**src/rtl/mcpu_pkg.sv**
```systemverilog
// Shared types and constants for the fetch stage and the IF/ID link.
package mcpu_pkg;

   typedef enum logic [1:0] {
      IDLE      = 2'd0,
      WAIT      = 2'd1,
      WAIT_KILL = 2'd2
   } fetch_state_t;

   localparam logic [31:0] RESET_PC  = 32'h0000_3000;
   localparam logic [31:0] NOP_INSTR = 32'h0000_0000;

   // IF/ID payload, consumed unchanged by the ID stage.
   typedef struct packed {
      logic [31:2] pcp1;
      logic [31:0] instr;
   } if_id_t;

   // Word-address increment; wraps modulo 2^30.
   function automatic logic [29:0] pc_inc(input logic [29:0] pc);
      return pc + 30'd1;
   endfunction

endpackage

```
**src/rtl/fetch_skid_buf.sv**
```systemverilog
// One-entry holding buffer for a fetch response that arrives while ID is stalled.
module fetch_skid_buf
   import mcpu_pkg::*;
(
   input  logic   clk,
   input  logic   rst,
   input  logic   load_i,
   input  logic   drain_i,
   input  logic   clear_i,
   input  if_id_t data_i,
   output logic   full_o,
   output if_id_t data_o
);

   logic   full_q, full_d;
   if_id_t data_q, data_d;

   // Clear wins over load, load wins over drain.
   always_comb begin
      full_d = full_q;
      data_d = data_q;
      if (clear_i) begin
         full_d = 1'b0;
      end else if (load_i) begin
         full_d = 1'b1;
         data_d = data_i;
      end else if (drain_i) begin
         full_d = 1'b0;
      end
   end

   // Buffer storage.
   always_ff @(posedge clk or posedge rst) begin
      if (rst) begin
         full_q <= 1'b0;
         data_q <= '0;
      end else begin
         full_q <= full_d;
         data_q <= data_d;
      end
   end

   assign full_o = full_q;
   assign data_o = data_q;

endmodule

```
**src/rtl/if_fetch_unit.sv**
```systemverilog
// Instruction fetch stage: owns the PC, talks to instruction memory, drives IF/ID.
//
// state     | meaning
// ----------+------------------------------------------------
// IDLE      | no fetch outstanding, may request
// WAIT      | one fetch outstanding, response will be kept
// WAIT_KILL | one fetch outstanding, response will be dropped
module if_fetch_unit #(
   parameter logic [31:0] RESET_PC  = mcpu_pkg::RESET_PC,
   parameter logic [31:0] NOP_INSTR = mcpu_pkg::NOP_INSTR
) (
   input  logic        clk,
   input  logic        rst,
   input  logic        stall,
   input  logic        flush,
   input  logic        jpc_avail,
   input  logic [29:0] jpc,
   output logic        imem_req,
   output logic [29:0] imem_addr,
   input  logic        imem_gnt,
   input  logic        imem_rvalid,
   input  logic [31:0] imem_rdata,
   output logic        id_valid,
   output logic [29:0] id_pcp1,
   output logic [31:0] id_instr
);

   import mcpu_pkg::*;

   fetch_state_t state_q, state_d;
   logic         go_q;
   logic [29:0]  pc_q, pc_d;
   logic [29:0]  issued_q, issued_d;
   logic         pend_q, pend_d;
   logic [29:0]  tgt_q, tgt_d;
   logic         id_valid_q, id_valid_d;
   logic [29:0]  id_pcp1_q, id_pcp1_d;
   logic [31:0]  id_instr_q, id_instr_d;

   logic         skid_load, skid_drain, skid_clear, skid_full;
   if_id_t       skid_in, skid_out;

   logic [29:0]  fetch_addr;
   logic         hs;
   logic         resp;

   // A redirect parked behind an in-flight grant lives for exactly one cycle;
   // if memory is requested in that cycle the target must already be used.
   assign fetch_addr = pend_q ? tgt_q : pc_q;
   assign imem_req   = go_q & (state_q == IDLE) & ~skid_full & ~flush;
   assign imem_addr  = fetch_addr;
   assign hs         = imem_req & imem_gnt;
   assign resp       = (state_q == WAIT) & imem_rvalid;
   assign skid_in    = {pc_inc(issued_q), imem_rdata};

   // Outstanding-fetch tracking.
   always_comb begin
      state_d = state_q;
      case (state_q)
         IDLE:      if (hs) state_d = WAIT;
         WAIT:      if (imem_rvalid) state_d = IDLE;
                    else if (flush) state_d = WAIT_KILL;
         WAIT_KILL: if (imem_rvalid) state_d = IDLE;
         default:   state_d = IDLE;
      endcase
   end

   // PC, issued address and redirect bookkeeping.
   always_comb begin
      pc_d     = pc_q;
      issued_d = issued_q;
      pend_d   = pend_q;
      tgt_d    = tgt_q;
      if (flush) begin
         pend_d = 1'b0;
         if (jpc_avail) pc_d = jpc;
      end else begin
         if (hs) begin
            pc_d     = pc_inc(fetch_addr);
            issued_d = fetch_addr;
            pend_d   = 1'b0;
         end else if (pend_q) begin
            pc_d   = tgt_q;
            pend_d = 1'b0;
         end
         // The delay slot is whatever was last granted; the target takes over after it.
         if (jpc_avail && !stall) begin
            if (state_q == IDLE && !hs) begin
               pc_d   = jpc;
               pend_d = 1'b0;
            end else begin
               pend_d = 1'b1;
               tgt_d  = jpc;
            end
         end
      end
   end

   // IF/ID register and skid control.
   always_comb begin
      id_valid_d = id_valid_q;
      id_pcp1_d  = id_pcp1_q;
      id_instr_d = id_instr_q;
      skid_load  = 1'b0;
      skid_drain = 1'b0;
      skid_clear = 1'b0;
      if (flush) begin
         id_valid_d = 1'b0;
         id_instr_d = NOP_INSTR;
         skid_clear = 1'b1;
      end else if (stall) begin
         if (resp) skid_load = 1'b1;
      end else if (skid_full) begin
         id_valid_d = 1'b1;
         id_pcp1_d  = skid_out.pcp1;
         id_instr_d = skid_out.instr;
         skid_drain = 1'b1;
      end else if (resp) begin
         id_valid_d = 1'b1;
         id_pcp1_d  = skid_in.pcp1;
         id_instr_d = imem_rdata;
      end else begin
         id_valid_d = 1'b0;
         id_instr_d = NOP_INSTR;
      end
   end

   // State registers; go_q keeps the request low for the first cycle out of reset.
   always_ff @(posedge clk or posedge rst) begin
      if (rst) begin
         state_q    <= IDLE;
         go_q       <= 1'b0;
         pc_q       <= RESET_PC[31:2];
         issued_q   <= '0;
         pend_q     <= 1'b0;
         tgt_q      <= '0;
         id_valid_q <= 1'b0;
         id_pcp1_q  <= '0;
         id_instr_q <= NOP_INSTR;
      end else begin
         state_q    <= state_d;
         go_q       <= 1'b1;
         pc_q       <= pc_d;
         issued_q   <= issued_d;
         pend_q     <= pend_d;
         tgt_q      <= tgt_d;
         id_valid_q <= id_valid_d;
         id_pcp1_q  <= id_pcp1_d;
         id_instr_q <= id_instr_d;
      end
   end

   fetch_skid_buf u_skid (
      .clk     (clk),
      .rst     (rst),
      .load_i  (skid_load),
      .drain_i (skid_drain),
      .clear_i (skid_clear),
      .data_i  (skid_in),
      .full_o  (skid_full),
      .data_o  (skid_out)
   );

   assign id_valid = id_valid_q;
   assign id_pcp1  = id_pcp1_q;
   assign id_instr = id_instr_q;

   // A response with nothing outstanding is a memory-side protocol error.
   a_rvalid_idle: assert property (@(posedge clk) disable iff (rst)
      !(imem_rvalid && state_q == IDLE));

endmodule
```
**config.mk**
```make
export PLATFORM = sky130hd
export DESIGN_NAME = if_fetch_unit
export DESIGN_NICKNAME = d
export VERILOG_FILES = /design/src/rtl/mcpu_pkg.sv /design/src/rtl/fetch_skid_buf.sv /design/src/rtl/if_fetch_unit.sv
export SDC_FILE = /design/constraint.sdc
export NUM_CORES = 1
export LEC_CHECK = 0
export ABC_CLOCK_PERIOD_IN_PS = 8300
export BUFFER_PORTS_ARGS = -buffer_cell sky130_fd_sc_hd__buf_2
export CELL_PAD_IN_SITES_DETAIL_PLACEMENT = 1
export CELL_PAD_IN_SITES_GLOBAL_PLACEMENT = 2
export CORE_UTILIZATION = 37
export CTS_CLUSTER_DIAMETER = 50
export DETAILED_ROUTE_END_ITERATION = 10
export GPL_TIMING_DRIVEN = 1
export PLACE_DENSITY = 0.92
export SKIP_CTS_REPAIR_TIMING = 1
export SYNTH_ARGS = -nofsm -noshare
export SYNTH_HDL_FRONTEND = slang
export SYNTH_SLANG_ARGS = --single-unit
```
**constraint.sdc**
```tcl
create_clock -name clk -period 8.3 [get_ports clk]
set_input_delay 0.415 -clock clk [delete_from_list [all_inputs] [get_ports clk]]
set_output_delay 0.415 -clock clk [all_outputs]
set_load 0.005 [all_outputs]
```
==> run_summary.xml <==
<?xml version="1.0" encoding="UTF-8"?>
<metrics>
  <group name="logic_synthesis">
    <metric name="synth.yosys.seq_area_share" unit="">0.527</metric>
    <metric name="synth_cells" unit="">999</metric>
    <metric name="synth-async-reset-ratio" unit="">1.00</metric>
    <metric name="yosysUniqueCellTypes" unit="">57</metric>
    <metric name="post-synth-top-area-fraction" unit="">0.522</metric>
    <metric name="avgSynthCellArea" unit="sq um">10.5</metric>
    <metric name="post_synth_main_area_contributors" unit="">dfrtp_1 (52%), mux2_2 (9.2%), mux2i_1 (5.1%)</metric>
    <metric name="syn_area" unit="sq mm">0.0105</metric>
    <metric name="synth-seq-cells" unit="">220</metric>
    <metric name="mappedNetlistNets" unit="">1070</metric>
    <metric name="post-synth-top-area-cell" unit="">dfrtp_1</metric>
    <metric name="synth_top_flop_cell" unit="">dfrtp_1</metric>
    <metric name="ys_warn_count" unit="">0</metric>
    <metric name="synth-edff-count" unit="">0</metric>
  </group>
  <group name="die">
    <metric name="floorplan.die.height" unit="microns">170</metric>
    <metric name="design.die.area" unit="sq mm">0.0289</metric>
    <metric name="die_w" unit="microns">170</metric>
    <metric name="io-pin-count" unit="">163</metric>
    <metric name="num_rows" unit="">61</metric>
    <metric name="core" unit="sq mm">0.0278</metric>
    <metric name="floorplan.initialDensity" unit="">0.376</metric>
  </group>
  <group name="clocking">
    <metric name="max-clock-path-buffers" unit="">3</metric>
    <metric name="worstSkewPairLatency" unit="ns">0.54</metric>
    <metric name="clkTransAtPathRegs" unit="ns">0.06</metric>
    <metric name="cts-root-buf" unit="">clkbuf_16</metric>
    <metric name="tritoncts.num_buffers" unit="">29</metric>
    <metric name="clock_tree_from_tritoncts" unit="">yes</metric>
    <metric name="cts-htree-levels" unit="">1</metric>
    <metric name="clock_sinks" unit="">220</metric>
  </group>
  <group name="timing">
    <metric name="max_freq" unit="MHz">311</metric>
    <metric name="rsz0062_at_grt" unit="">no</metric>
    <metric name="setup_viol" unit="">0</metric>
    <metric name="slew_headroom" unit="">0.251</metric>
    <metric name="period_share" unit="">0.387</metric>
    <metric name="final.setup_skew" unit="ns">0.0173</metric>
    <metric name="worst_pin_slew" unit="ns">1.12</metric>
    <metric name="slew_violations" unit="">0</metric>
    <metric name="setup_total_negative_slack" unit="ns">0</metric>
    <metric name="finalWorstPathRequiredPeriod" unit="ns">3.21</metric>
    <metric name="timing.final.hold_violations" unit="">0</metric>
  </group>
  <group name="global_routing">
    <metric name="grt_pass1_vias" unit="">8438</metric>
    <metric name="groute.usage.overall" unit="">0.198</metric>
    <metric name="grt_pass1_wl" unit="mm">45.7</metric>
    <metric name="antenna_found_initial" unit="">1</metric>
    <metric name="globalRoute.totalOverflow" unit="">0</metric>
    <metric name="grt_start_max_net_pins" unit="">138</metric>
  </group>
  <group name="detailed_routing">
    <metric name="vias_per_cell" unit="">5.18</metric>
    <metric name="routed_wirelength" unit="mm">28.1</metric>
    <metric name="first_pass_iters" unit="">4</metric>
    <metric name="drc_errors" unit="">0</metric>
    <metric name="via_count" unit="">7978</metric>
    <metric name="ant_nets" unit="">0</metric>
    <metric name="wl_per_cell" unit="microns">18.2</metric>
    <metric name="detailedRoute.firstIterationViolations" unit="">516</metric>
  </group>
  <group name="run">
    <metric name="max_cap_violations" unit="">0</metric>
  </group>
  <group name="outcome">
    <metric name="run_status" unit="">completed</metric>
  </group>
  <group name="finish">
    <metric name="layout-drive-gt1-share" unit="">0.277</metric>
    <metric name="finalNetCount" unit="">1211</metric>
    <metric name="area_delta_synth_final" unit="%">19.8</metric>
    <metric name="num_antenna_cells" unit="">0</metric>
  </group>
  <group name="setup_path">
    <metric name="worst_setup_path_start_kind" unit="">register</metric>
    <metric name="crit_path_max_fanout" unit="">52</metric>
    <metric name="timing.setup.critical_path_class" unit="">reg -&gt; reg</metric>
    <metric name="setup.worst_path.end_class" unit="">register</metric>
    <metric name="cp.required" unit="ns">8.67</metric>
    <metric name="worstPathArrival" unit="ns">3.58</metric>
  </group>
  <group name="power_and_ir_drop">
    <metric name="design_power_total" unit="mW">3.38</metric>
    <metric name="static-leakage-power" unit="nW">5.72</metric>
    <metric name="power.density_cell_area" unit="mW/mm^2">270</metric>
    <metric name="vdd_ir_drop_max" unit="mV">0.134</metric>
  </group>
  <group name="place">
    <metric name="place_congestion" unit="">0.792</metric>
    <metric name="post-dp-hpwl" unit="mm">19.0</metric>
    <metric name="port_buffers" unit="">162</metric>
  </group>
  <group name="min_path">
    <metric name="min_path_type" unit="">in -&gt; reg</metric>
  </group>
</metrics>
## metrics by stage
stage          worst slack, ns  std cells  hold WS [ns]  instance area, sq um   util
2_1_floorplan             1.87        999         0.442                 10500      -
3_3_place_gp              4.84       1487         0.454                 11600  0.416
3_5_place_dp              4.75       1487         0.465                 11600  0.416
4_1_cts                   5.10       1540        0.0349                 12500  0.451
5_1_grt                   4.92       1540        0.0513                 12500  0.451
6_report                  5.09       1540        0.0537                 12500  0.451
## logic make-up (layout without fill, tap and decap cells)
logic type,Yosys count,in the layout,share of synthesized area
other,1,1,0.000359
flip-flops,220,220,0.527
AND/OR/NAND/NOR,300,300,0.138
AO/OA/AOI/OAI,197,197,0.108
multiplexers,139,139,0.144
buffers and inverters,84,247,0.0337
XOR/XNOR,56,56,0.0469
adder cells (fa/ha/maj),2,2,0.00239
## report_power, final
group	internal [mW]	total (mW)	switching [mW]	leakage, nW
registers	1.33	1.51	0.183	2.78
logic	0.293	0.638	0.345	2.47
clock network	0.754	1.23	0.477	0.470
## synth_stat cells (3+ instances only)
| master | count |
|---|---|
| nor3_1 | 19 |
| nor2b_1 | 5 |
| nand4b_1 | 3 |
| o22ai_1 | 4 |
| nand4_1 | 19 |
| buf_2 | 9 |
| and2_1 | 5 |
| nand3_1 | 15 |
| o21ai_0 | 101 |
| nand2_1 | 128 |
| xor2_1 | 11 |
| mux2_2 | 85 |
| mux2i_1 | 53 |
| a22oi_1 | 14 |
| dfrtp_1 | 218 |
| nor4_1 | 7 |
| clkbuf_1 | 35 |
| buf_1 | 13 |
| xnor2_1 | 45 |
| inv_1 | 23 |
| and3_1 | 24 |
| or3_1 | 3 |
| a21oi_1 | 55 |
| a221oi_1 | 7 |
| nor2_1 | 57 |
## metal layers
metal  vias up  share of wire  GRT usage
met5         -        0.00046          0
met4         2          0.015     0.0407
met3        33          0.050     0.0293
met2       198           0.46      0.325
met1      3966           0.47      0.276
li1       3779              -          -
## critical path: stages, from the launching register on
cell and delay, ns:
dfrtp_2 0.34, buf_4 0.53, mux2i_1 0.24, inv_1 0.12
ha_1 0.18, and2_1 0.16, nand4_1 0.61, nor4_1 0.59
xnor2_1 0.16, o21ai_0 0.08
## state kept, by name, summed over array words and instances, names as in the netlist
name           count
u_skid.full_o      1
id_pcp1           30
state_q            2
issued_q          30
pend_q             1
pc_q              30
u_skid.data_o     62
id_instr          32
id_valid           1
tgt_q             30
go_q               1
## cells in the final DEF (no fill, tap or decap), types with 3 or more instances in the layout
cell         n
a221oi_1     7
xnor2_1     45
and2_1       5
nand2_1    127
nand4_1     19
clkbuf_16   29
a22oi_1     14
buf_4        8
mux2i_1     53
nor4_1       7
clkbuf_8     5
mux2_2      85
inv_8        3
clkbuf_1     6
nor2_1      56
o21ai_0    101
nor2b_1      5
and3_1      24
buf_2      162
o22ai_1      4
nor3_1      19
dfrtp_1    216
inv_1       22
or3_1        3
nand4b_1     3
nand3_1     15
a21oi_1     55
clkinv_2     4
xor2_1      11
## cell type report
type / instances / area [sq um]
fillers: 3178 / 15300
flip-flops and latches: 220 / 5510
clock inverters: 13 / 144
multi-input cells: 695 / 4610
inverters: 24 / 97.6
clock buffers: 40 / 817
repair buffers: 170 / 871
well taps: 378 / 473
## path summary, 6_finish.rpt
check / end / start / cells past startpoint / slack (ns)
min in group asynchronous: id_instr[27] / rst / 2 / 0.06
max in group asynchronous: pend_q / rst / 3 / 6.51
max: pc_q[16] / pend_q / 9 / 5.09
min reg2reg: id_pcp1[13] / id_pcp1[13] / 2 / 0.47
max reg2reg: pc_q[16] / pend_q / 9 / 5.09
min: state_q[1] / imem_rvalid / 2 / 0.05
Power figures use the tool's default switching activity.
